<file path="src/rtl/bcd_counter_ndigit_pkg.sv">
// Shared BCD constants and helpers for the multi-digit BCD counter.
package bcd_counter_ndigit_pkg;

   localparam int unsigned DIGIT_W = 4;
   localparam logic [DIGIT_W-1:0] BCD_MAX = 4'd9;
   localparam logic [DIGIT_W-1:0] BCD_MIN = 4'd0;

   // True when the nibble holds a legal decimal digit.
   function automatic logic is_bcd(input logic [DIGIT_W-1:0] nibble);
      return (nibble <= BCD_MAX);
   endfunction

endpackage

</file>
<file path="src/rtl/bcd_counter_ndigit_digit.sv">
// One BCD decade: holds a digit 0..9, steps up or down when told, loads a sanitised digit.
module bcd_counter_ndigit_digit
   import bcd_counter_ndigit_pkg::*;
(
   input  logic               clk,
   input  logic               rst,
   input  logic               step,
   input  logic               up_dn,
   input  logic               load,
   input  logic [DIGIT_W-1:0] ld_digit,
   output logic [DIGIT_W-1:0] digit,
   output logic               at_max,
   output logic               at_min
);

   logic [DIGIT_W-1:0] digit_q;
   logic [DIGIT_W-1:0] digit_nxt;

   // Load wins over step; an out-of-range load digit becomes 0.
   always_comb begin
      digit_nxt = digit_q;
      if (load) begin
         digit_nxt = is_bcd(ld_digit) ? ld_digit : BCD_MIN;
      end else if (step) begin
         if (up_dn) begin
            digit_nxt = (digit_q == BCD_MAX) ? BCD_MIN : digit_q + DIGIT_W'(1);
         end else begin
            digit_nxt = (digit_q == BCD_MIN) ? BCD_MAX : digit_q - DIGIT_W'(1);
         end
      end
   end

   always_ff @(posedge clk) begin
      if (rst) begin
         digit_q <= BCD_MIN;
      end else begin
         digit_q <= digit_nxt;
      end
   end

   assign digit  = digit_q;
   assign at_max = (digit_q == BCD_MAX);
   assign at_min = (digit_q == BCD_MIN);

endmodule

</file>
<file path="src/rtl/bcd_counter_ndigit.sv">
// N-decade synchronous BCD up/down counter with load, wrap/saturate, carry pulse and terminal count.
module bcd_counter_ndigit
   import bcd_counter_ndigit_pkg::*;
#(
   parameter int unsigned NUM_DIGITS = 4,
   parameter bit          WRAP       = 1'b1
)(
   input  logic                          clk,
   input  logic                          rst,
   input  logic                          en,
   input  logic                          up_dn,
   input  logic                          load,
   input  logic [DIGIT_W*NUM_DIGITS-1:0] load_val,
   output logic [DIGIT_W*NUM_DIGITS-1:0] bcd_out,
   output logic                          carry_out,
   output logic                          tc,
   output logic                          load_err
);

   localparam int unsigned W = DIGIT_W * NUM_DIGITS;

   logic [NUM_DIGITS-1:0] at_max;
   logic [NUM_DIGITS-1:0] at_min;
   logic [NUM_DIGITS-1:0] step;
   logic                  all_max;
   logic                  all_min;
   logic                  limit_hit;
   logic                  count_ok;
   logic                  ld_bad;
   logic                  carry_q;
   logic                  load_err_q;

   assign all_max   = &at_max;
   assign all_min   = &at_min;
   assign limit_hit = up_dn ? all_max : all_min;

   // In saturate mode the counter refuses to step past the limit in the current direction.
   assign count_ok = en & ~load & (WRAP | ~limit_hit);

   genvar gi;
   generate
      for (gi = 0; gi < NUM_DIGITS; gi++) begin : g_digit
         if (gi == 0) begin : g_lsd
            assign step[gi] = count_ok;
         end else begin : g_upper
            assign step[gi] = step[gi-1] & (up_dn ? at_max[gi-1] : at_min[gi-1]);
         end

         bcd_counter_ndigit_digit u_digit (
            .clk      (clk),
            .rst      (rst),
            .step     (step[gi]),
            .up_dn    (up_dn),
            .load     (load),
            .ld_digit (load_val[gi*DIGIT_W +: DIGIT_W]),
            .digit    (bcd_out[gi*DIGIT_W +: DIGIT_W]),
            .at_max   (at_max[gi]),
            .at_min   (at_min[gi])
         );
      end
   endgenerate

   // Any non-decimal nibble in the load word.
   always_comb begin
      ld_bad = 1'b0;
      for (int unsigned i = 0; i < NUM_DIGITS; i++) begin
         if (!is_bcd(load_val[i*DIGIT_W +: DIGIT_W])) begin
            ld_bad = 1'b1;
         end
      end
   end

   // Carry fires on the edge that wraps, so it lines up with the wrapped value.
   always_ff @(posedge clk) begin
      if (rst) begin
         carry_q    <= 1'b0;
         load_err_q <= 1'b0;
      end else begin
         carry_q    <= count_ok & limit_hit;
         load_err_q <= load & ld_bad;
      end
   end

   assign carry_out = carry_q;
   assign load_err  = load_err_q;
   assign tc        = limit_hit;

   logic unused_w;
   assign unused_w = ^W;

endmodule

</file>
<file path="config.mk">
export PLATFORM = sky130hd
export DESIGN_NAME = bcd_counter_ndigit
export DESIGN_NICKNAME = d
export VERILOG_FILES = /design/src/rtl/bcd_counter_ndigit_pkg.sv /design/src/rtl/bcd_counter_ndigit_digit.sv /design/src/rtl/bcd_counter_ndigit.sv
export SDC_FILE = /design/constraint.sdc
export NUM_CORES = 1
export LEC_CHECK = 0
export BUFFER_PORTS_ARGS = -buffer_cell sky130_fd_sc_hd__clkbuf_2
export CORE_AREA = 2 2 57 59
export DETAILED_ROUTE_END_ITERATION = 7
export DIE_AREA = 0 0 59 61
export MAX_ROUTING_LAYER = met4
export PLACE_DENSITY = 0.78
export SLEW_MARGIN = 20
export SYNTH_ARGS = -nofsm -noshare
export SYNTH_HDL_FRONTEND = slang
export SYNTH_HIERARCHICAL = 1
export SYNTH_SLANG_ARGS = --single-unit
</file>
<file path="constraint.sdc">
create_clock -name clk -period 5.2 [get_ports clk]
set_input_delay 0.78 -clock clk [delete_from_list [all_inputs] [get_ports clk]]
set_output_delay 0.78 -clock clk [all_outputs]
set_load 0.02 [all_outputs]
</file>
==> results.toml <==
[floorplan]
fp.dieW_um = 59
start_util = 0.5356
die_y_um = 61
die-area_um2 = 3599
io_pins = 40
coreArea_um2 = 2953
rows = 20

[clock_tree]
post_cts_buffers = 0
cts_buffers = 3
cts_root_buf = "clkbuf_4"
tritoncts = "built"
insertion_delay_ps = 300
clk_pin_slew_ps = 120
cts_sinks = 18
cts-hold-fix-buffers = 0
clockBufferDepth = 2
h-tree-depth = 1
cts_resized = 0

[power_and_ir_drop]
power_switching_uw = 120.8
seq_power_share = 0.468
p_leak_nw = 0.6619
power-per-cell-area_nw_per_um2 = 198.1
comb_power_share = 0.269
design_power_total_uw = 349.5
clock_power_share = 0.263
swShare = 0.3456
vdd_drop_max_mv = 0.1609
p_int_uw = 228.7

[worst_setup_path]
reg2reg_slack_ps = 3060
cp-start-kind = "input pin"
end_kind = "primary output"
cp_data_arrival_time_ps = 1800
crit_type = "input pin to primary output"
cp_max_fo = 25
reg2reg_depth = 8
worstPathRequired_ps = 4420

[logic_synthesis]
synth_fp_nets = 220
synth_cell_types = 31
synthCells = 199
ys_warn_count = 6
netlist_area_um2 = 1582
ys_ff_latch = 18
syn_avg_cell_area_um2 = 7.947
ys_seq_area_frac = 0.2278

[drt]
drc_errors = 0
dr.pass1.iters = 4
m1WireLength_um = 1657
avgRoutedWirePerCell_um = 13.24
met2WireLength_um = 1631
routed_wl_um = 3481
vias = 1616
viasPerCell = 6.144
ant_nets = 0
top_layer_used = "met4"
drt_iter0_drc = 102
met3_length_um = 179

[timing]
min_period_over_period = 0.4958
drv_slew = 0
setup_viol = 0
finalSetupTns_ps = 0
finClkSkew_ps = 6.101
hold_ws_ps = 700.5
rsz0062_at_grt = "false"
timing.fmax_mhz = 387.9
fin_crit_ps = 2578
hold_viol_final = 0
worst_slew_pin_slew_ps = 711.4
relSlewSlack = 0.5257

[global_routing]
grt.total_usage = 0.2113
grt_max_degree = 39
antenna_found_initial = 0
grt_pass1_wl_um = 5823
grt_overflow = 0
grt_pass1_vias = 1340

[place]
gp_congestion = 0.9023
dp_hpwl_um = 2474
port_buffers = 39

[cells_and_area]
final_common_cell = "clkbuf_2"
post-route-util = 0.5975
layout-drive-gt1-share = 0.2783
final_cell_mix = "clkbuf_2, o21ai_0, dfxtp_1, nor4_1, a31oi_1"
area_delta_synth_final_pct = 11.55
nets = 252
antennaDiodeCount = 0

[min_path]
hold_depth = 3
hold_class = "input pin to register"

[outcome]
status = "completed"

[job]
timing.max_cap.violations = 0
layer usage:
| metal | track usage | vias up |
|---|---|---|
| met1 | 0.2766 | 731 |
| met3 | 0.04691 | 2 |
| met5 | - | - |
| li1 | - | 829 |
| met4 | 0.03247 | 0 |
| met2 | 0.3413 | 54 |
power groups by stage:
stage | combinational [mW] | sequential, mW | clock (mW)
6_report | 0.0941 | 0.164 | 0.0917
5_1_grt | 0.103 | 0.166 | 0.0980
4_1_cts | 0.0945 | 0.163 | 0.0936
3_5_place_dp | 0.0940 | 0.167 | 0
3_3_place_gp | 0.0938 | 0.167 | 0
2_1_floorplan | 0.0683 | 0.164 | 0
synth_stat cells:
library cell	instances	area, um2
a2111oi_2	4	60.06
a211o_1	8	70.07
a21o_2	1	8.760
a21oi_1	4	20.02
a21oi_2	1	8.760
a221oi_1	4	35.03
a31oi_1	16	100.1
a41oi_1	1	8.760
and2_4	4	35.03
and3_1	4	25.02
buf_4	4	30.03
buf_6	4	45.04
clkbuf_1	4	15.01
dfxtp_1	18	360.4
inv_1	6	22.52
mux2i_1	1	10.01
nand2_1	12	45.04
nand2_2	1	6.260
nand2b_1	11	68.82
nand2b_2	4	35.03
nand3_1	3	15.01
nand3b_1	9	67.56
nor2_1	13	48.80
nor3_1	8	40.04
nor3b_2	1	12.51
nor4_1	16	100.1
nor4_4	4	85.08
o21ai_0	20	100.1
o21ai_1	4	20.02
o22ai_2	1	12.51
xnor2_1	8	70.07
registers in the layout (all words and copies together), names as in the netlist:
register / count
load_err: 1
carry_out: 1
g_digit.u_digit/digit: 16
stage by stage:
step / area, um2 / setup slack (ps) / instances
after floorplan: 1582 / 3144 / 199
after global placement: 1728 / 2461 / 259
after global routing: 1764 / 2514 / 263
after detailed placement: 1728 / 2425 / 259
final: 1764 / 2622 / 263
after CTS: 1764 / 2590 / 263
logic make-up after synthesis:
family                 share of synthesized area
buffers and inverters                    0.07120
AO/OA/AOI/OAI                             0.2809
multiplexers                            0.006329
flip-flops                                0.2279
XOR/XNOR                                 0.04431
AND/OR/NAND/NOR                           0.3695
final cells by class:
class,count,area [um2]
well taps,33,41.29
clock buffers,4,36.28
repair buffers,39,195.2
flip-flops and latches,18,360.3
multi-input cells,163,1109
fillers,277,1189
inverters,6,22.52
worst max-delay path: stages:
cell and delay [ps]:
clkbuf_2 480, nand2_2 130, o22ai_2 200, clkbuf_2 190
path summary, 6_finish.rpt:
check                                                start                                        to
setup / recovery                                     up_dn                                        tc
hold / removal                                 load_val[0]  g_digit[0].u_digit/digit[0]$_SDFFE_PP0P_
setup reg to reg  g_digit[0].u_digit/digit[0]$_SDFFE_PP0P_  g_digit[2].u_digit/digit[3]$_SDFFE_PP0P_
hold reg to reg   g_digit[1].u_digit/digit[1]$_SDFFE_PP0P_  g_digit[1].u_digit/digit[1]$_SDFFE_PP0P_
Power figures use the tool's default switching activity.
